===== src/rtl/run_ctrl_pkg.sv =====
// run_ctrl_pkg: shared encodings for the run controller.
// Holds the STATE and CMD encodings, the width of the RETIRED counter and
// a small helper that turns a requested step count into the loaded count.
package run_ctrl_pkg;

    // Width of the retired-instruction counter
    localparam int RETIRED_W = 16;

    // Saturation value of the retired-instruction counter
    localparam logic [RETIRED_W-1:0] RETIRED_MAX = {RETIRED_W{1'b1}};

    // Controller state encoding, also driven out on STATE
    typedef enum logic [1:0] {
        ST_IDLE = 2'b00,
        ST_RUN  = 2'b01,
        ST_STEP = 2'b10,
        ST_HALT = 2'b11
    } state_e;

    // Command encoding on CMD
    typedef enum logic [1:0] {
        CMD_NOP  = 2'b00,
        CMD_RUN  = 2'b01,
        CMD_STEP = 2'b10,
        CMD_STOP = 2'b11
    } cmd_e;

    // A requested step count of zero still executes one instruction
    function automatic logic [7:0] step_load(input logic [7:0] count);
        logic [7:0] result;
        if (count == 8'd0) begin
            result = 8'd1;
        end else begin
            result = count;
        end
        return result;
    endfunction

endpackage


===== src/rtl/retire_counter.sv =====
// retire_counter: saturating count of retired instructions.
// Clears on synchronous active-high reset, increments on inc and sticks at
// the all-ones value instead of wrapping.
module retire_counter
    import run_ctrl_pkg::*;
(
    input  logic                 clk,
    input  logic                 reset,
    input  logic                 inc,
    output logic [RETIRED_W-1:0] count
);

    logic [RETIRED_W-1:0] count_r;

    // Saturating increment; reset has priority over counting
    always_ff @(posedge clk) begin
        if (reset) begin
            count_r <= {RETIRED_W{1'b0}};
        end else if (inc && (count_r != RETIRED_MAX)) begin
            count_r <= count_r + {{(RETIRED_W-1){1'b0}}, 1'b1};
        end else begin
            count_r <= count_r;
        end
    end

    assign count = count_r;

endmodule


===== src/rtl/run_ctrl.sv =====
// run_ctrl: run / step / halt controller for a simple CPU.
// Gates the CPU through the active-low enable EN_L, which is decoded from the
// state register only. Commands: RUN, STEP (count, 0 means 1), STOP.
// NextPC == PC while executing is a halt, left only through RESET.
// Optional feature macro: RUN_CTRL_BREAKPOINT_EN compiles in the breakpoint
// (stop before the instruction at BP_ADDR while running, sticky BP_HIT).
// Without it BP_ADDR/BP_ARM are ignored and BP_HIT is tied low.
module run_ctrl
    import run_ctrl_pkg::*;
(
    input  logic                 CLK,
    input  logic                 RESET,
    input  logic                 CMD_VALID,
    input  logic [1:0]           CMD,
    output logic                 CMD_READY,
    input  logic [7:0]           STEP_COUNT,
    input  logic [7:0]           PC,
    input  logic [7:0]           NextPC,
    input  logic [7:0]           BP_ADDR,
    input  logic                 BP_ARM,
    output logic                 EN_L,
    output logic [1:0]           STATE,
    output logic                 DONE,
    output logic                 BP_HIT,
    output logic                 CMD_ERR,
    output logic [RETIRED_W-1:0] RETIRED
);

    state_e     state_r;
    logic [7:0] remaining_r;
    logic       done_r;
    logic       cmd_err_r;

    logic       cmd_acc_s;
    logic       is_run_s;
    logic       is_step_s;
    logic       is_stop_s;
    logic       running_s;
    logic       halt_s;
    logic       bp_stop_s;
    logic       retire_s;

    // Commands are taken every cycle except while reset is held
    assign CMD_READY = ~RESET;
    assign cmd_acc_s = CMD_VALID & CMD_READY;
    assign is_run_s  = cmd_acc_s && (CMD == CMD_RUN);
    assign is_step_s = cmd_acc_s && (CMD == CMD_STEP);
    assign is_stop_s = cmd_acc_s && (CMD == CMD_STOP);

    // The CPU is enabled in RUN and STEP only, decoded purely from state_r
    assign running_s = (state_r == ST_RUN) || (state_r == ST_STEP);
    assign EN_L      = ~running_s;

    // A CPU that does not advance its PC has executed a halt
    assign halt_s    = (NextPC == PC);

    // An instruction retires when the CPU is enabled and the PC moves;
    // 8'hFF -> 8'h00 is simply a PC change like any other
    assign retire_s  = running_s && (NextPC != PC);

`ifdef RUN_CTRL_BREAKPOINT_EN
    logic bp_hit_r;

    // Breakpoint matches on the upcoming PC so the CPU stops before it
    assign bp_stop_s = (state_r == ST_RUN) && BP_ARM && (NextPC == BP_ADDR);

    // Sticky breakpoint flag: set when the breakpoint actually ends the run
    // (halt and STOP win over it), cleared by a new RUN or STEP command
    always_ff @(posedge CLK) begin
        if (RESET) begin
            bp_hit_r <= 1'b0;
        end else if (bp_stop_s && !halt_s && !is_stop_s) begin
            bp_hit_r <= 1'b1;
        end else if (is_run_s || is_step_s) begin
            bp_hit_r <= 1'b0;
        end else begin
            bp_hit_r <= bp_hit_r;
        end
    end

    assign BP_HIT = bp_hit_r;
`else
    logic unused_bp_s;

    assign unused_bp_s = ^{BP_ADDR, BP_ARM};
    assign bp_stop_s   = 1'b0;
    assign BP_HIT      = 1'b0;
`endif

    // Controller FSM with registered DONE / CMD_ERR pulses and step budget
    always_ff @(posedge CLK) begin
        if (RESET) begin
            state_r     <= ST_IDLE;
            remaining_r <= 8'd0;
            done_r      <= 1'b0;
            cmd_err_r   <= 1'b0;
        end else begin
            done_r    <= 1'b0;
            cmd_err_r <= 1'b0;
            case (state_r)
                ST_IDLE: begin
                    if (is_run_s) begin
                        state_r <= ST_RUN;
                    end else if (is_step_s) begin
                        state_r     <= ST_STEP;
                        remaining_r <= step_load(STEP_COUNT);
                    end else begin
                        state_r <= ST_IDLE;
                    end
                end
                ST_RUN, ST_STEP: begin
                    // A second RUN/STEP while executing is dropped
                    if (is_run_s || is_step_s) begin
                        cmd_err_r <= 1'b1;
                    end else begin
                        cmd_err_r <= 1'b0;
                    end
                    // Priority: halt > STOP > breakpoint > step expiry
                    if (halt_s) begin
                        state_r     <= ST_HALT;
                        remaining_r <= 8'd0;
                    end else if (is_stop_s) begin
                        state_r     <= ST_IDLE;
                        remaining_r <= 8'd0;
                        done_r      <= 1'b1;
                    end else if (bp_stop_s) begin
                        state_r     <= ST_IDLE;
                        remaining_r <= 8'd0;
                        done_r      <= 1'b1;
                    end else if ((state_r == ST_STEP) && (remaining_r <= 8'd1)) begin
                        state_r     <= ST_IDLE;
                        remaining_r <= 8'd0;
                        done_r      <= 1'b1;
                    end else if (state_r == ST_STEP) begin
                        remaining_r <= remaining_r - 8'd1;
                    end else begin
                        state_r <= state_r;
                    end
                end
                ST_HALT: begin
                    // Only reset leaves HALT; any real command is an error
                    state_r <= ST_HALT;
                    if (cmd_acc_s && (CMD != CMD_NOP)) begin
                        cmd_err_r <= 1'b1;
                    end else begin
                        cmd_err_r <= 1'b0;
                    end
                end
                default: begin
                    state_r     <= ST_IDLE;
                    remaining_r <= 8'd0;
                end
            endcase
        end
    end

    assign STATE   = state_r;
    assign DONE    = done_r;
    assign CMD_ERR = cmd_err_r;

    retire_counter u_retire (
        .clk   (CLK),
        .reset (RESET),
        .inc   (retire_s),
        .count (RETIRED)
    );

endmodule


===== config.mk =====
export PLATFORM = sky130hd
export DESIGN_NAME = run_ctrl
export DESIGN_NICKNAME = d
export VERILOG_FILES = /design/src/rtl/run_ctrl_pkg.sv /design/src/rtl/retire_counter.sv /design/src/rtl/run_ctrl.sv
export SDC_FILE = /design/constraint.sdc
export NUM_CORES = 1
export LEC_CHECK = 0
export CORE_MARGIN = 5
export CORE_UTILIZATION = 48
export CTS_BUF_LIST = sky130_fd_sc_hd__clkbuf_16
export CTS_CLUSTER_SIZE = 30
export DETAILED_ROUTE_END_ITERATION = 8
export PLACE_DENSITY = 0.94
export SYNTH_ARGS = -nofsm -noshare
export SYNTH_HDL_FRONTEND = slang
export SYNTH_HIERARCHICAL = 1
export SYNTH_SLANG_ARGS = --single-unit
export TNS_END_PERCENT = 30

===== constraint.sdc =====
create_clock -name CLK -period 3.95 [get_ports CLK]
set_input_delay 0.79 -clock CLK [delete_from_list [all_inputs] [get_ports CLK]]
set_output_delay 0.79 -clock CLK [all_outputs]
set_load 0.02 [all_outputs]

==> impl_metrics.ini <==
[pwr]
p_total_mw = 1.30
switching_share_pct = 39.0
leakagePower_nw = 0.790
switchingPower_uw = 505
vdd_ir_drop_max_uv = 433
p_int_uw = 792
share_comb_of_total_power_pct = 48.3
power_frac_clock_pct = 23.0
power.density_mw_per_mm2 = 548
p_seq_share_pct = 28.8

[clock_network]
root_buffer = clkbuf_16
clock_latency_ns = 0.26
cts_sinks = 28
cts_max_level = 1
postCtsResizedCells = 0
clkTransAtPathRegs_ns = 0.07
clockBufferDepth = 2
post_cts_buffers = 0
cts_hold_buf = 0
cts_tree = built
cts_inserted_buffers = 3

[detailed_routing]
via_per_inst = 5.97
wirelength_um = 4430
wl_per_cell_um = 14.6
drtPass1Iterations = 4
ant_nets = 0
drc = 0
dr.first_iter.drc_count = 140
vias = 1815

[critical_path]
slowest_delay_ns = 0.52
cp.buffers_inverters = 1
crit_path_start_kind = primary input
timing.rr.start = STATE[1]
slowest_stage = o21a_1
end_kind = flip-flop
worstSetupPathType = in2reg
worstPathMaxFanout = 18
crit_required_ns = 4.10
crit_chain = clkdlybuf4s50_1 -> xnor2_1 -> nand4_1 -> o21a_1 -> nand2_1 -> nor4bb_1 -> mux2_2
ff2ff_setup_slack_ns = 1.33
r2r_cells = 6
regToRegEndpoint = u_retire/count[11]
crit_family = simple AND/OR/NAND/NOR gates
arrival_ns = 3.15

[synth]
synth_nets = 256
async_flop_share_pct = 0
syn_area_sq_mm = 0.00174
synth_cell_type_count = 48
synthCells = 212
synth_edf_count = 0
synth_flop_cell = dfxtp_1
yosysSeqAreaShare_pct = 32.3
synth_seq_cells = 28
synth.avg_cell_area_sq_um = 8.19
synth_warnings = 6

[hold_path]
hold_class = reg2reg
holdPathStages = 2
worstHoldStart = remaining_r[7]
hold_end = remaining_r[7]

[sta]
maxSlewHeadroom_pct = 47.7
setup_violations = 0
period_share_pct = 76.0
hold_ws_ns = 0.523
finalHoldViolCount = 0
final.setup.tns_ns = 0
finalClockSkew_ns = 0.00143
rsz0062_at_grt = false
max_clock_freq_ghz = 0.333
worst_slew_pin_slew_ns = 0.778
period_needed_ns = 3.00
slew_violations = 0

[die]
core-area_sq_mm = 0.00342
start_util_pct = 50.8
placementRows = 21
io_pins = 61
fp.dieArea_sq_mm = 0.00492
die_h_um = 70.1
die_w_um = 70.1

[placement]
dp.cells = 300
io_buffer_count = 50
place_congestion = 0.849
dp_hpwl_um = 3340

[global_route]
grt_overflow = 0
grt_pass1_wl_um = 7420
antenna_found_initial = 0
grt_pass1_vias = 1760
track_usage_pct = 17.8
grt_max_degree = 30

[cells_and_area]
diodes = 0
nFillCells = 251
nets = 303
drive_gt1_share_pct = 3.88
area_delta_synth_final_pct = 36.3
finalNonFillerCells = 304

[job]
cap_viol_max_count = 0

[run_status]
status = completed
[cell usage after synthesis, types with 4 or more instances]
library cell / n / area share, %
inv_1: 10 / 2.2
a21oi_1: 21 / 6.1
or4_1: 8 / 3.5
nand2_1: 17 / 3.7
xnor2_1: 13 / 6.6
dfxtp_1: 28 / 32
clkbuf_1: 5 / 1.1
o31ai_1: 6 / 2.6
o21ai_0: 4 / 1.2
nand4_1: 6 / 2.2
nor4_1: 5 / 1.8
nor3_1: 6 / 1.7
a311oi_1: 7 / 3.5
ha_1: 6 / 4.3
nor2_1: 10 / 2.2
nand3_1: 13 / 3.7
[flip-flops by register name, indices dropped and copies added, names as in the netlist]
name	cells
u_retire/count	16
STATE	2
CMD_ERR	1
remaining_r	8
DONE	1
[worst min-delay path: stages (launching register included)]
cell and delay (ns):
dfxtp_1 0.31, a21oi_1 0.11, a311oi_1 0.06
[power by group through the flow]
stage / clock [mW] / sequential (mW) / combinational (mW)
2_1_floorplan: 0 / 0.387 / 0.432
3_3_place_gp: 0 / 0.375 / 0.594
3_5_place_dp: 0 / 0.377 / 0.613
4_1_cts: 0.300 / 0.371 / 0.622
5_1_grt: 0.312 / 0.377 / 0.702
6_report: 0.298 / 0.373 / 0.626
[layer usage]
layer	GRT usage, %	vias to the layer above	wire length, um
met5	0	-	0
met3	3.59	8	255
li1	-	887	-
met1	20.4	850	1830
met4	5.74	0	74
met2	32.6	70	2270
[cells in the final DEF, fill, tap and decap left out, types with 3 or more instances in the layout]
cell type | netlist | layout
clkdlybuf4s50_1 | 0 | 50
or3_1 | 3 | 3
nand2_1 | 17 | 17
nand4_1 | 6 | 6
xnor2_1 | 13 | 13
xor2_1 | 3 | 3
and4_1 | 3 | 3
nor3_1 | 6 | 6
nor3b_1 | 3 | 3
nor2b_1 | 3 | 3
nor4_1 | 5 | 5
nor2_1 | 10 | 10
ha_1 | 6 | 6
inv_1 | 10 | 10
o21ai_0 | 4 | 4
o31ai_1 | 6 | 6
clkbuf_16 | 0 | 3
dfxtp_1 | 28 | 28
a21oi_1 | 21 | 21
a311oi_1 | 7 | 7
nand3_1 | 13 | 13
or4_1 | 8 | 8
[worst max path at each step]
stage	start	to	slack, ns	cells past startpoint
finish	PC[5]	u_retire/count[11]	0.95	7
global route	PC[5]	u_retire/count[11]	0.78	7
CTS	PC[5]	u_retire/count[11]	1.00	7
detailed placement	PC[5]	u_retire/count[11]	0.73	7
global placement	PC[5]	u_retire/count[11]	0.80	7
floorplan	NextPC[5]	u_retire/count[9]	1.46	8
[cell type report]
cell class              instances  area [sq um]  area share (%)
well taps                      46          57.6            2.43
clock inverters                 1          30.0            1.27
multi-input cells             164          1090            46.2
clock buffers                   3          75.1            3.17
flip-flops and latches         28           561            23.7
inverters                      11          41.3            1.75
repair buffers                 51           508            21.5
[per-stage QoR]
step | instance area [sq um] | util [%] | setup WS, ns
6_report | 2370 | 69.3 | 0.949
5_1_grt | 2370 | 69.3 | 0.785
4_1_cts | 2370 | 69.3 | 1.00
3_5_place_dp | 2260 | 66.2 | 0.726
3_3_place_gp | 2260 | 66.2 | 0.802
2_1_floorplan | 1740 | - | 1.46
[logic make-up (layout without fill, tap and decap cells)]
kind of cell	after synthesis	count (layout)	share of synthesized area, %
simple gates	89	89	30.4
xor+xnor	16	16	8.08
fa+ha+maj	6	6	4.33
mux	2	2	1.23
buf+inv	20	66	4.69
other cells	1	1	0.216
flops	28	28	32.3
compound gates	50	50	18.7
No activity file was read; power rests on OpenSTA's default activity.
